$ cat config.mk
export PLATFORM = sky130hd
export DESIGN_NAME = simon_pad_renderer
export DESIGN_NICKNAME = d
export VERILOG_FILES = /design/src/rtl/simon_video_pkg.sv /design/src/rtl/simon_pad_fader.sv /design/src/rtl/simon_pad_renderer.sv
export SDC_FILE = /design/constraint.sdc
export NUM_CORES = 1
export LEC_CHECK = 0
export BUFFER_PORTS_ARGS = -buffer_cell sky130_fd_sc_hd__clkbuf_2
export CORE_ASPECT_RATIO = 1.5
export CORE_MARGIN = 5
export CORE_UTILIZATION = 50
export DETAILED_ROUTE_END_ITERATION = 10
export HOLD_SLACK_MARGIN = 0.1
export PLACE_DENSITY = 0.71
export SYNTH_ARGS = -nofsm -noshare
export SYNTH_HDL_FRONTEND = slang
export SYNTH_SLANG_ARGS = --single-unit
$ cat constraint.sdc
create_clock -name clk_d -period 5.2 [get_ports clk_d]
set_input_delay 0.26 -clock clk_d [delete_from_list [all_inputs] [get_ports clk_d]]
set_output_delay 0.26 -clock clk_d [all_outputs]
set_load 0.02 [all_outputs]
$ cat src/rtl/simon_video_pkg.sv
// Shared constants and types for the Simon pad renderer: colour-mask layout,
// default pad geometry and colours, and the stage-1 pipeline record.
package simon_video_pkg;

    localparam int MASK_R = 2;
    localparam int MASK_G = 1;
    localparam int MASK_B = 0;

    localparam logic [3:0] FULL_INTENSITY = 4'hF;
    localparam int         PAD_IDX_W      = 3;

    localparam int DEF_NUM_PADS     = 4;
    localparam int DEF_PAD_X0       = 116;
    localparam int DEF_PAD_PITCH    = 116;
    localparam int DEF_PAD_W        = 59;
    localparam int DEF_PAD_Y0       = 192;
    localparam int DEF_PAD_H        = 97;
    localparam int DEF_DIM_LEVEL    = 2;
    localparam int DEF_FADE_FRAMES  = 4;
    localparam int DEF_BLINK_FRAMES = 30;
    localparam int DEF_V_ACTIVE     = 480;

    // Pads 0..3: blue, green, yellow, red.
    localparam logic [11:0] DEF_PAD_COLORS = 12'b100_110_010_001;

    typedef struct packed {
        logic                 hit;
        logic [PAD_IDX_W-1:0] pad_idx;
        logic                 video_on;
    } stage1_t;

    function automatic logic [10:0] pad_left(input int x0, input int pitch, input int idx);
        return 11'(x0 + idx * pitch);
    endfunction

    function automatic logic [10:0] pad_right(input int x0, input int pitch, input int width,
                                              input int idx);
        return 11'(x0 + idx * pitch + width - 1);
    endfunction

endpackage

$ cat src/rtl/simon_pad_fader.sv
// Per-pad brightness state: snaps to full while lit, then steps down by one
// every FADE_FRAMES frame ticks until it rests at DIM_LEVEL.
module simon_pad_fader
    import simon_video_pkg::*;
#(
    parameter int DIM_LEVEL   = DEF_DIM_LEVEL,
    parameter int FADE_FRAMES = DEF_FADE_FRAMES
) (
    input  logic       clk_d,
    input  logic       rst,
    input  logic       led,
    input  logic       frame_tick,
    output logic [3:0] intensity,
    output logic       fading
);

    localparam int               CNT_W    = (FADE_FRAMES > 1) ? $clog2(FADE_FRAMES) : 1;
    localparam logic [3:0]       DIM      = 4'(DIM_LEVEL);
    localparam logic [CNT_W-1:0] CNT_LAST = CNT_W'(FADE_FRAMES - 1);

    logic [3:0]       intensity_q, intensity_d;
    logic [CNT_W-1:0] fade_cnt_q, fade_cnt_d;
    logic             fading_q, fading_d;

    // NOTE: every always_comb output gets a default first so no path can infer a latch.
    always_comb begin
        intensity_d = intensity_q;
        fade_cnt_d  = fade_cnt_q;
        if (led) begin
            intensity_d = FULL_INTENSITY;
            fade_cnt_d  = '0;
        end else if (intensity_q > DIM) begin
            if (frame_tick) begin
                if (fade_cnt_q == CNT_LAST) begin
                    intensity_d = intensity_q - 4'd1;
                    fade_cnt_d  = '0;
                end else begin
                    fade_cnt_d = fade_cnt_q + CNT_W'(1);
                end
            end
        end else begin
            fade_cnt_d = '0;
        end
        fading_d = ~led & (intensity_q > DIM);
    end

    always_ff @(posedge clk_d) begin
        if (rst) begin
            intensity_q <= DIM;
            fade_cnt_q  <= '0;
            fading_q    <= 1'b0;
        end else begin
            intensity_q <= intensity_d;
            fade_cnt_q  <= fade_cnt_d;
            fading_q    <= fading_d;
        end
    end

    assign intensity = intensity_q;
    assign fading    = fading_q;

endmodule

$ cat src/rtl/simon_pad_renderer.sv
// Simon Says pad pixel generator: hit-tests a row of NUM_PADS pads against the
// raster position and emits each pad's masked colour two cycles later.
module simon_pad_renderer
    import simon_video_pkg::*;
#(
    parameter int                      NUM_PADS     = DEF_NUM_PADS,
    parameter int                      PAD_X0       = DEF_PAD_X0,
    parameter int                      PAD_PITCH    = DEF_PAD_PITCH,
    parameter int                      PAD_W        = DEF_PAD_W,
    parameter int                      PAD_Y0       = DEF_PAD_Y0,
    parameter int                      PAD_H        = DEF_PAD_H,
    parameter logic [3*NUM_PADS-1:0]   PAD_COLORS   = (3*NUM_PADS)'(DEF_PAD_COLORS),
    parameter int                      DIM_LEVEL    = DEF_DIM_LEVEL,
    parameter int                      FADE_FRAMES  = DEF_FADE_FRAMES,
    parameter int                      BLINK_FRAMES = DEF_BLINK_FRAMES,
    parameter int                      V_ACTIVE     = DEF_V_ACTIVE
) (
    input  logic                clk_d,
    input  logic                rst,
    input  logic [9:0]          pixel_x,
    input  logic [9:0]          pixel_y,
    input  logic                video_on,
    input  logic [NUM_PADS-1:0] led,
    input  logic                flash_all,
    output logic [3:0]          red,
    output logic [3:0]          green,
    output logic [3:0]          blue,
    output logic [NUM_PADS-1:0] fading
);

    localparam int               BLINK_W    = (BLINK_FRAMES > 1) ? $clog2(BLINK_FRAMES) : 1;
    localparam logic [BLINK_W-1:0] BLINK_LAST = BLINK_W'(BLINK_FRAMES - 1);
    localparam logic [3:0]       DIM        = 4'(DIM_LEVEL);
    localparam logic [10:0]      Y_LO       = 11'(PAD_Y0);
    localparam logic [10:0]      Y_HI       = 11'(PAD_Y0 + PAD_H - 1);
    localparam logic [9:0]       V_ROW      = 10'(V_ACTIVE);

    logic cond, cond_q, frame_tick;
    logic [BLINK_W-1:0] blink_cnt_q, blink_cnt_d;
    logic               blink_phase_q, blink_phase_d;
    stage1_t            s1_q, s1_d;
    logic [3:0]         red_q, red_d, green_q, green_d, blue_q, blue_d;
    logic [3:0]         intensity [NUM_PADS];
    logic [3:0]         eff_int   [NUM_PADS];
    logic [2:0]         sel_mask;
    logic [3:0]         sel_int;

    // Edge-detect the frame condition so a held pixel position ticks once.
    assign cond       = (pixel_x == 10'd0) && (pixel_y == V_ROW);
    assign frame_tick = cond & ~cond_q;

    for (genvar g = 0; g < NUM_PADS; g++) begin : g_pad
        simon_pad_fader #(
            .DIM_LEVEL   (DIM_LEVEL),
            .FADE_FRAMES (FADE_FRAMES)
        ) u_fader (
            .clk_d      (clk_d),
            .rst        (rst),
            .led        (led[g]),
            .frame_tick (frame_tick),
            .intensity  (intensity[g]),
            .fading     (fading[g])
        );
    end

    always_comb begin
        blink_cnt_d   = blink_cnt_q;
        blink_phase_d = blink_phase_q;
        if (!flash_all) begin
            blink_cnt_d   = '0;
            blink_phase_d = 1'b1;
        end else if (frame_tick) begin
            if (blink_cnt_q == BLINK_LAST) begin
                blink_cnt_d   = '0;
                blink_phase_d = ~blink_phase_q;
            end else begin
                blink_cnt_d = blink_cnt_q + BLINK_W'(1);
            end
        end
    end

    // Descending scan: the lowest overlapping pad index is written last and wins.
    always_comb begin
        logic [10:0] x11, y11;
        logic        y_in;
        x11  = {1'b0, pixel_x};
        y11  = {1'b0, pixel_y};
        y_in = (y11 >= Y_LO) && (y11 <= Y_HI);
        s1_d = '{hit: 1'b0, pad_idx: '0, video_on: video_on};
        for (int i = NUM_PADS - 1; i >= 0; i--) begin
            if (y_in && (x11 >= pad_left(PAD_X0, PAD_PITCH, i))
                     && (x11 <= pad_right(PAD_X0, PAD_PITCH, PAD_W, i))) begin
                s1_d.hit     = 1'b1;
                s1_d.pad_idx = PAD_IDX_W'(i);
            end
        end
    end

    always_comb begin
        for (int i = 0; i < NUM_PADS; i++) begin
            eff_int[i] = flash_all ? (blink_phase_q ? FULL_INTENSITY : DIM) : intensity[i];
        end
    end

    always_comb begin
        sel_mask = 3'b000;
        sel_int  = 4'h0;
        for (int i = 0; i < NUM_PADS; i++) begin
            if (s1_q.pad_idx == PAD_IDX_W'(i)) begin
                sel_mask = PAD_COLORS[3*i +: 3];
                sel_int  = eff_int[i];
            end
        end
        red_d   = 4'h0;
        green_d = 4'h0;
        blue_d  = 4'h0;
        if (s1_q.video_on && s1_q.hit) begin
            red_d   = sel_mask[MASK_R] ? sel_int : 4'h0;
            green_d = sel_mask[MASK_G] ? sel_int : 4'h0;
            blue_d  = sel_mask[MASK_B] ? sel_int : 4'h0;
        end
    end

    // NOTE: state registers use non-blocking assignments so every flop samples pre-edge values.
    always_ff @(posedge clk_d) begin
        if (rst) begin
            cond_q        <= 1'b0;
            blink_cnt_q   <= '0;
            blink_phase_q <= 1'b1;
            s1_q          <= '0;
            red_q         <= 4'h0;
            green_q       <= 4'h0;
            blue_q        <= 4'h0;
        end else begin
            cond_q        <= cond;
            blink_cnt_q   <= blink_cnt_d;
            blink_phase_q <= blink_phase_d;
            s1_q          <= s1_d;
            red_q         <= red_d;
            green_q       <= green_d;
            blue_q        <= blue_d;
        end
    end

    assign red   = red_q;
    assign green = green_q;
    assign blue  = blue_q;

endmodule

==> metrics <==
status=completed; vias in the first global route=2,562; iteration-0 DRC count of the detailed router=189; vias after detailed routing=2,728; GR Util All Layers=18.9%; largest area contributor in the netlist=dfxtp_1; Max Fclk=473 MHz; post-synthesis cell count=340; FF+latch area=1020 sq um; Worst slew margin=46.3%; die area=7570 sq um; DRT Wirelength=6.83 mm; multi-input logic area=1710 sq um; setup TNS=0 ns; clock buffer count from CTS=5; share of layout cells above drive strength 1=16.2%; post-synth net total=387; final period utilization=40.6%; CP Class=input port to flip-flop; number of synthesized flops with an enable pin=0; Worst setup startpoint=pixel_y[1]; DRC viols=0; RePlAce Congestion=0.875; Root Driver=clkbuf_8; non-filler cells, final=442; Initial DRT Pass Iterations=4; CTS Hold Bufs=0; first-pass GRT wire length=11.8 mm; top cells by area, synth=dfxtp_1, ha_1, a21oi_1; Clock transition at path regs=0.08 ns; RSZ-0062 raised after global routing=false; nets@finish=417; Placed Area=3130 sq um; Final setup viols=0; Clock Skew=0.0124 ns; gr ovfl total=0; #FFs+latches synth=51; die height=104 um; Fin Hold WS=0.169 ns; Top Ports=44; Starting Density=51.0%; area grow syn2layout=9.63%; final instance area=3230 sq um; ANT cells=0; Die X=72.7 um; Fin. Hold Viols=0; startpoint type of the worst setup path=input port; drt via density=6.17; Netlist cell types=58; Worst-Skew Late Latency=0.31 ns; filler instances=570; worst slew pin tran=0.803 ns; post-CTS setup repair buffer count=0; Hold Path Class=input port to flip-flop; Worst Min Path Start=video_on; WP data arrival=2.34 ns; initial antenna violation count=0; antenna viol nets, final=0; Pleak=1.27 nW; Pins Over Slew Limit=0; Tmin final=2.11 ns; async set or reset register ratio after synthesis=0%; Avg WL per Cell=15.4 um; synthesized area=2950 sq um; Synthesis Warnings=0; sequential share of the synthesized area=34.6%; final worst setup slack=3.09 ns; RR Startpoint=s1_q[2]$_SDFF_PP0_; H-tree depth=2; Resized Gates After CTS=0; pin count of the biggest net entering global routing=36; worst slack at placement=2.74 ns; syn_area_per_cell=8.67 sq um; clk buf depth=2; Sink Count=51; CTS tree=done; Core Rows=34; CP max FO=35; IO Port Bufs=43; top cell type's share of synthesized area=34.6%; max cap viols=0; critical path endpoint category=flip-flop; WP data required=5.43 ns; Core Footprint=5790 sq um; Inst Count DP=435; Post-synth top flop=dfxtp_1; power per cell area=233 nW/um^2; Peak VDD IR=0.000112 V; DP HPWL=5.05 mm
==> state kept, by name, summed over array words and instances, names as in the netlist <==
signal / count
green: 4
blink_cnt_q: 5
s1_q: 4
blink_phase_q: 1
cond_q: 1
g_pad.u_fader.fading: 4
g_pad.u_fader.fade_cnt_q: 8
g_pad.u_fader.intensity: 16
blue: 4
red: 4
==> final cells by class <==
cell class | instances | share of cell area (%)
multi-input combinational | 243 | 52.8
sequential | 51 | 31.6
timing repair buffer | 43 | 6.66
inverter | 26 | 3.02
tap | 72 | 2.79
clock buffer | 6 | 2.24
clock inverter | 1 | 0.929
==> critical path, cell delays in order <==
cell and delay, ns:
clkbuf_2 0.08, nor4_2 0.41, nand4_2 0.70, or4_1 0.71, a31oi_1 0.16
==> routing by layer <==
metal	wire, um	GRT usage, %
met2	3610	32.9
met5	0	0
met3	344	2.90
met4	53	7.26
met1	2820	22.6
==> cells in the mapped netlist, types with 5 or more instances <==
cell       n
nand2b_1   7
nor3_1    18
o21ai_0   14
a21oi_1   25
a211o_1    5
nor2_1    19
nand4_1   14
dfxtp_1   51
nand3_1    7
a31oi_1    8
buf_4      6
ha_1      19
clkbuf_1   8
or4_1      8
nand2_1   16
o31ai_1   15
nor2b_1    6
inv_1     26
==> report_power, final <==
part           switching (mW)  internal (mW)
combinational          0.0483         0.0291
sequential            0.00964          0.399
clock                   0.125          0.141
total                   0.183          0.570
==> layout by cell type, fill, tap and decap left out, drive strengths merged, types with 3 or more instances in the layout <==
cell type and count:
dfxtp 51, clkbuf 49, inv 26, a21oi 25
nor2 20, ha 19, nor3 18, nand2 17
o21ai 16, o31ai 15, nand4 15, or4 9
a31oi 8, nand3 7, nand2b 7, nor2b 6
a211o 5, nor4 5, o31a 4, or3 4
a41o 4, o2111ai 3, and2 3, a311oi 3
==> worst paths after layout <==
| kind | slack [ns] | to | cells past startpoint |
|---|---|---|---|
| setup reg to reg | 3.33 | green[1]$_SDFF_PP0_ | 6 |
| setup / recovery | 3.09 | g_pad[3].u_fader.intensity[2]$_SDFFE_PP0P_ | 5 |
| hold reg to reg | 0.48 | g_pad[1].u_fader.fade_cnt_q[1]$_SDFFE_PP0N_ | 2 |
| hold / removal | 0.17 | s1_q[0]$_SDFF_PP0_ | 2 |
==> cells by family (layout without fill, tap and decap cells) <==
group | count (synthesis) | in the layout | synth area share, %
buffers and inverters | 46 | 76 | 7.51
flip-flops | 51 | 51 | 34.6
adder cells (fa/ha/maj) | 19 | 19 | 8.06
AND/OR/NAND/NOR | 120 | 120 | 24.5
AO/OA/AOI/OAI | 103 | 103 | 24.9
multiplexers | 1 | 1 | 0.382
==> metrics by stage <==
step	utilization [%]	total power [mW]
4_1_cts	55.9	0.757
3_3_place_gp	54.1	0.494
5_1_grt	55.9	0.786
6_report	55.9	0.753
3_5_place_dp	54.1	0.495
2_1_floorplan	-	0.467
(Power assumes the default switching activity.)
